[src/rtl/spi_master.sv]
// SPI initiator, mode 0, MSB first, full duplex; one word per valid/ready handshake.
// Optional SPI_BURST_EN: chain the next word into the same cs frame when offered at the end of HOLD.
module spi_master #(
    parameter int DATAWIDTH  = 8,
    parameter int HALFPERIOD = 8,
    parameter int CS_HOLD    = 8,
    parameter int CS_IDLE    = 8,
    parameter int CNTWIDTH   = 4
) (
    input  logic                 clk,
    input  logic                 rst_n,
    input  logic [DATAWIDTH-1:0] tx_data,
    input  logic                 tx_valid,
    output logic                 tx_ready,
    output logic [DATAWIDTH-1:0] rx_data,
    output logic                 rx_valid,
    output logic                 sclk,
    output logic                 cs,
    output logic                 mosi,
    input  logic                 miso
);

    localparam int BW = (DATAWIDTH > 1) ? $clog2(DATAWIDTH) : 1;
    localparam logic [CNTWIDTH-1:0] HP_LAST   = CNTWIDTH'(HALFPERIOD - 1);
    localparam logic [CNTWIDTH-1:0] HOLD_LAST = CNTWIDTH'(CS_HOLD - 1);
    localparam logic [CNTWIDTH-1:0] IDLE_LAST = CNTWIDTH'(CS_IDLE - 1);
    localparam logic [BW-1:0]       BIT_LAST  = BW'(DATAWIDTH - 1);

    // state | meaning:  IDLE ready / launch frame,  LOW sclk low,  HIGH sclk high + late miso sample,
    //                   HOLD cs held after last fall,  GAP cs high idle time
    typedef enum logic [2:0] {IDLE, LOW, HIGH, HOLD, GAP} state_t;

    state_t                state;
    logic [CNTWIDTH-1:0]   cnt;
    logic [BW-1:0]         bit_idx;
    logic [DATAWIDTH-1:0]  tx_shift;
    logic [DATAWIDTH-1:0]  rx_shift;
    logic                  start;
    logic                  miso_meta;
    logic                  miso_sync;

    always_ff @(posedge clk or negedge rst_n) begin
        if (!rst_n) begin
            miso_meta <= 1'b0;
            miso_sync <= 1'b0;
        end else begin
            miso_meta <= miso;
            miso_sync <= miso_meta;
        end
    end

    always_ff @(posedge clk or negedge rst_n) begin
        if (!rst_n) begin
            state    <= IDLE;
            cnt      <= '0;
            bit_idx  <= '0;
            tx_shift <= '0;
            rx_shift <= '0;
            start    <= 1'b0;
            tx_ready <= 1'b0;
            rx_data  <= '0;
            rx_valid <= 1'b0;
            sclk     <= 1'b0;
            cs       <= 1'b1;
            mosi     <= 1'b0;
        end else begin
            rx_valid <= 1'b0;
            case (state)
                IDLE: begin
                    // the handshake edge only latches; the frame opens one edge later
                    if (start) begin
                        start    <= 1'b0;
                        cs       <= 1'b0;
                        mosi     <= tx_shift[DATAWIDTH-1];
                        tx_shift <= tx_shift << 1;
                        bit_idx  <= '0;
                        cnt      <= '0;
                        state    <= LOW;
                    end else if (tx_valid && tx_ready) begin
                        tx_shift <= tx_data;
                        tx_ready <= 1'b0;
                        start    <= 1'b1;
                    end else begin
                        tx_ready <= 1'b1;
                    end
                end
                LOW: begin
                    if (cnt == HP_LAST) begin
                        cnt   <= '0;
                        sclk  <= 1'b1;
                        state <= HIGH;
                    end else begin
                        cnt <= cnt + 1'b1;
                    end
                end
                HIGH: begin
                    if (cnt == HP_LAST) begin
                        cnt      <= '0;
                        sclk     <= 1'b0;
                        rx_shift <= {rx_shift[DATAWIDTH-2:0], miso_sync};
                        if (bit_idx == BIT_LAST) begin
                            state <= HOLD;
`ifdef SPI_BURST_EN
                            tx_ready <= (CS_HOLD == 1);
`endif
                        end else begin
                            bit_idx  <= bit_idx + 1'b1;
                            mosi     <= tx_shift[DATAWIDTH-1];
                            tx_shift <= tx_shift << 1;
                            state    <= LOW;
                        end
                    end else begin
                        cnt <= cnt + 1'b1;
                    end
                end
                HOLD: begin
                    if (cnt == HOLD_LAST) begin
                        cnt      <= '0;
                        rx_data  <= rx_shift;
                        rx_valid <= 1'b1;
`ifdef SPI_BURST_EN
                        tx_ready <= 1'b0;
                        if (tx_valid) begin
                            mosi     <= tx_data[DATAWIDTH-1];
                            tx_shift <= tx_data << 1;
                            bit_idx  <= '0;
                            state    <= LOW;
                        end else begin
                            cs    <= 1'b1;
                            mosi  <= 1'b0;
                            state <= GAP;
                        end
`else
                        cs    <= 1'b1;
                        mosi  <= 1'b0;
                        state <= GAP;
`endif
                    end else begin
                        cnt <= cnt + 1'b1;
`ifdef SPI_BURST_EN
                        tx_ready <= (cnt == CNTWIDTH'(CS_HOLD - 2));
`endif
                    end
                end
                GAP: begin
                    if (cnt == IDLE_LAST) begin
                        cnt      <= '0;
                        tx_ready <= 1'b1;
                        state    <= IDLE;
                    end else begin
                        cnt <= cnt + 1'b1;
                    end
                end
                default: state <= IDLE;
            endcase
        end
    end

endmodule
[config.mk]
export PLATFORM = sky130hd
export DESIGN_NAME = spi_master
export DESIGN_NICKNAME = d
export VERILOG_FILES = /design/src/rtl/spi_master.sv
export SDC_FILE = /design/constraint.sdc
export NUM_CORES = 1
export LEC_CHECK = 0
export CAP_MARGIN = 20
export CORE_ASPECT_RATIO = 0.75
export CORE_UTILIZATION = 54
export DETAILED_ROUTE_END_ITERATION = 7
export GPL_ROUTABILITY_DRIVEN = 0
export MAX_ROUTING_LAYER = met4
export PLACE_DENSITY = 0.78
export SLEW_MARGIN = 0
export SYNTH_ARGS = -nofsm -noshare
export SYNTH_HDL_FRONTEND = slang
export SYNTH_SLANG_ARGS = --single-unit
[constraint.sdc]
create_clock -name clk -period 2.5 [get_ports clk]
set_input_delay 0.5 -clock clk [delete_from_list [all_inputs] [get_ports clk]]
set_output_delay 0.5 -clock clk [all_outputs]
set_load 0.01 [all_outputs]
After elaboration in Yosys (flattened, before gate mapping)
Cells that the tools add are included.
{ "op_classes": {"reduce_logical": 19, "n_eq_ne": 14, "mux": 35, "n_addsub": 2} }
{ "op_table": {"columns": ["cell", "count"], "rows": [
  ["8-bit 2-to-1 mux", 4],
  ["3-bit 2-to-1 mux", 8],
  ["8-bit case mux with 2 select lines", 1],
  ["3-bit case mux with 5 select lines", 1],
  ["2-bit inequality test (second input constant)", 7],
  ["1-bit 2-to-1 mux", 12],
  ["5-bit AND reduction", 2],
  ["2-bit nonzero test", 5],
  ["3-bit AND reduction", 3],
  ["4-bit 2-to-1 mux", 2],
  ["4-bit case mux with 2 select lines", 1],
  ["4-bit AND reduction", 2],
  ["3-bit by 2-bit == test with 1-bit output (second input constant)", 2],
  ["3-bit == test (second input constant)", 2],
  ["1-bit case mux with 2 select lines", 3],
  ["3-bit case mux with 2 select lines", 1],
  ["2-bit AND reduction", 3],
  ["4-bit by 1-bit adder with 4-bit output (second input constant)", 1],
  ["4-bit by 3-bit == test with 1-bit output (second input constant)", 1],
  ["4-bit OR reduction", 1],
  ["3-bit by 1-bit adder with 3-bit output (second input constant)", 1],
  ["3-bit by 1-bit == test with 1-bit output (second input constant)", 1],
  ["3-bit zero test", 1],
  ["3-bit inequality test (second input constant)", 1],
  ["other kinds (4)", 4]
]} }
{ "word_totals": {"inputBits": 12, "ff_bits": 42} }

Depth between registers and ports, before layout
{ "logic_depth": {"word_depth": 4, "ltp_mapped": 7} }

Least setup slack after synthesis
No wires, ideal clock.
{ "synth_path": {"path_type": "flip-flop to flip-flop", "startpoint": "register bit_idx[0]", "endpoint": "register tx_shift[7]", "period_less_slack_ns": 1.772, "setup_slack_ns": 0.728, "path_stages_with_launch": 8, "n_path_buf": 1, "arrival_time_ns": 1.699, "required_time_ns": 2.427, "setup_time_ns": 0.073, "cell_sequence": "dfrtp_1 -> ha_1 -> ha_1 -> nand4bb_4 -> a221oi_4 -> buf_6 -> nor2_1 -> a21oi_2"} }
{ "synth_via": {"elab_chain_len": 3} }
{ "synth_rtl": {"columns": ["item", "line_no", "rtl"], "rows": [
  ["start, declared", "35", "logic [BW-1:0] bit_idx;"],
  ["start signal, assigned", "107", "bit_idx <= bit_idx + 1'b1;"],
  ["3-bit == test", "101", "if (bit_idx == BIT_LAST) begin"],
  ["2-bit inequality test (no line)", null, null],
  ["4-bit AND reduction (no line)", null, null],
  ["end signal, assigned", "75", "tx_shift <= tx_shift << 1;"],
  ["end signal, assigned", "80", "tx_shift <= tx_data;"],
  ["end signal, assigned", "109", "tx_shift <= tx_shift << 1;"],
  ["end, declared", "36", "logic [DATAWIDTH-1:0] tx_shift;"]
]} }
No other way between the ends.
A chain may end at the register's enable or synchronous reset.

Final worst setup path
{ "layout_path": {"startpoint": "register bit_idx[0]", "endpoint": "register tx_shift[0]"} }
Same word-level chain as after synthesis.

==> results_dict.tcl <==
set metrics [dict create \
    yosysSeqAreaShare 0.530 \
    final_cells 246 \
    yosysTopAreaCell "dfrtp_1" \
    drc 0 \
    crit_buf_inv 0 \
    cts_buffer_depth 2 \
    synth_area_sq_um 1990 \
    rsz0062_at_grt "no" \
    yosys_warnings 0 \
    cpPeakStageDelay_ns 0.65 \
    final.min_clock_period_ns 2.07 \
    layout.cells.most_common "dfrtp_1" \
    setup_slack_ns 0.433 \
    hpwlAfterDp_um 2650 \
    grt_max_degree 43 \
    avgSynthCellArea_sq_um 11.7 \
    fin_area_sq_um 2360 \
    status "finished, final reports clean" \
    grt_remaining_overflow 0 \
    antenna_found_initial 0 \
    die_area_sq_um 3930 \
    cap_viol_max_count 0 \
    dp.cells 238 \
    synth_top_area_frac 0.516 \
    place_ws_ns 0.450 \
    grtUsageMet2 0.371 \
    cts_tree "built" \
    clk_pin_slew_worst_paths_ns 0.08 \
    timing.slew.headroom 0.404 \
    grt_pass1_wl_um 6000 \
    vias_per_cell 5.56 \
    finalSetupTns_ns 0 \
    slowest_stage "a221oi_4" \
    yosys_register_bits 42 \
    synth_cells 170 \
    slew_viol_final 0 \
    ant_nets 0 \
    synthTopCellsByArea "dfrtp_1, mux2_2, mux2i_1" \
    vias 1368 \
    setup_violations 0 \
    synthArstFlopShare 1.00 \
    grt_usage 0.214 \
    busiest_layer "met2" \
    startpoint_type "flop" \
    crit_path_cell_trace "ha_1 -> ha_1 -> nand4bb_4 -> a221oi_4 -> nand3_1 -> o21ai_0" \
    io_buffers 24 \
    power_leakage_uw 0.00105 \
    synthDistinctLibCells 40 \
    grt_util_met3 0.0442 \
    power.total_uw 2580 \
    end_kind "flop" \
    grt_pass1_vias 1363 \
    power.density_nw_per_um2 1090 \
    clk_latency_ns 0.29 \
    cts_resized 0 \
    post_dp_cell_area_sq_um 2250 \
    wl_per_cell_um 15.0 \
    hold_buffers 0 \
    ys.flop_type "dfrtp_1" \
    wl_um 3700 \
    crit_fanout 16 \
    initial_utilization 0.584 \
    diodes 0 \
    fin_crit_sh 0.827 \
    row_count 18 \
    first_pass_iters 4 \
    synth_edf_count 0 \
    worstSetupStartpoint "bit_idx[0]$_DFFE_PN0P_" \
    r2r_start "bit_idx[0]$_DFFE_PN0P_" \
    crit_arrival_ns 2.27 \
    cp.required_ns 2.71 \
    hold_viol 0 \
    postCtsSetupBuffers 0 \
    core_area_sq_um 3400 \
    area_growth_pct 18.6 \
    max_clock_freq_ghz 0.484 \
    nets 210 \
    die_w_um 72.0 \
    cts-htree-levels 2 \
    ios 25 \
    cp_common_cell "ha_1" \
    skew_ns 0.00244 \
    irDropWorstVdd_uv 512 \
    synth_nets 185 \
    layout_common_cells "dfrtp_1, clkdlybuf4s50_1, mux2_2, nor2_1, a21oi_1" \
    dieHeight_um 54.5 \
    root_buffer "clkbuf_8" \
    clock-sinks 42 \
    worst_pin_slew_ns 0.893 \
    hold_path.class "in2async" \
    drt_iter0_markers 111 \
    path_class "reg2reg" \
    drive_gt1_frac 0.199 \
    cts_buffers 5 \
    critPathTopFamily "compound AO/OA/AOI/OAI gates" \
    fillCellCount 235 \
    grt_use_met1 0.254 \
]
-- power by group --
part | internal, uW | switching, uW | total [uW]
sequential | 878 | 223 | 1100
clock | 298 | 228 | 525
combinational | 459 | 492 | 951
total | 1630 | 943 | 2580
-- kinds of logic after synthesis --
group	Yosys count	synth area share
AOI/OAI and AO/OA	40	0.137
and+or+nand+nor	48	0.139
DFF	42	0.530
adders and majority gates	4	0.0239
buffers and inverters	10	0.0290
muxes	26	0.142
-- per-layer routing --
metal	part of all wire	vias up	routed length (um)
met5	0	-	0
met2	0.49	23	1820
met3	0.031	9	113
met4	0.013	0	48
met1	0.46	677	1710
li1	-	659	-
-- synthesized netlist by cell type, drive strengths merged (2+ instances only) --
master and number:
clkbuf 3, buf 4, dfrtp 41, nand3 5, o21ai 8, or2 2
nor2 18, mux2i 9, a221oi 2, a31oi 4, o21a 2, nor3 3
nand2 10, a22oi 3, inv 3, a211oi 2, a21oi 15, nor2b 3
mux2 17, ha 3
-- flip-flops by register name, summed over array words and instances, names as in the netlist, 3 cells and up --
name and flops:
bit_idx 3, rx_data 8, rx_shift 8, state 3
cnt 4, tx_shift 8
-- area by class of cell --
| class | instances | area [sq um] | area share |
|---|---|---|---|
| sequential | 42 | 1050 | 0.447 |
| multi-input combinational | 118 | 877 | 0.372 |
| timing repair buffer | 25 | 243 | 0.103 |
| clock buffer | 6 | 72.6 | 0.0308 |
| tap | 50 | 62.6 | 0.0266 |
| clock inverter | 2 | 37.5 | 0.0159 |
| inverter | 3 | 11.3 | 0.00478 |
-- stage by stage --
step / utilization / hold WS [ns]
after global routing: 0.693 / 0.356
after CTS: 0.693 / 0.353
after detailed placement: 0.660 / 0.345
after floorplan: - / 0.204
final: 0.693 / 0.325
after global placement: 0.660 / 0.340
-- path summary, 6_finish.rpt --
| check | cells past startpoint | slack, ns | endpoint |
|---|---|---|---|
| worst max-delay path | 6 | 0.43 | tx_shift[0]$_DFFE_PN0P_ |
| max in group asynchronous | 1 | 1.61 | tx_shift[4]$_DFFE_PN0P_ |
| worst max register to register | 6 | 0.43 | tx_shift[0]$_DFFE_PN0P_ |
| min in group clk | 0 | 0.35 | miso_sync$_DFF_PN0_ |
| worst min register to register | 0 | 0.35 | miso_sync$_DFF_PN0_ |
| worst min-delay path | 1 | 0.32 | bit_idx[1]$_DFFE_PN0P_ |
(Power assumes the default switching activity.)
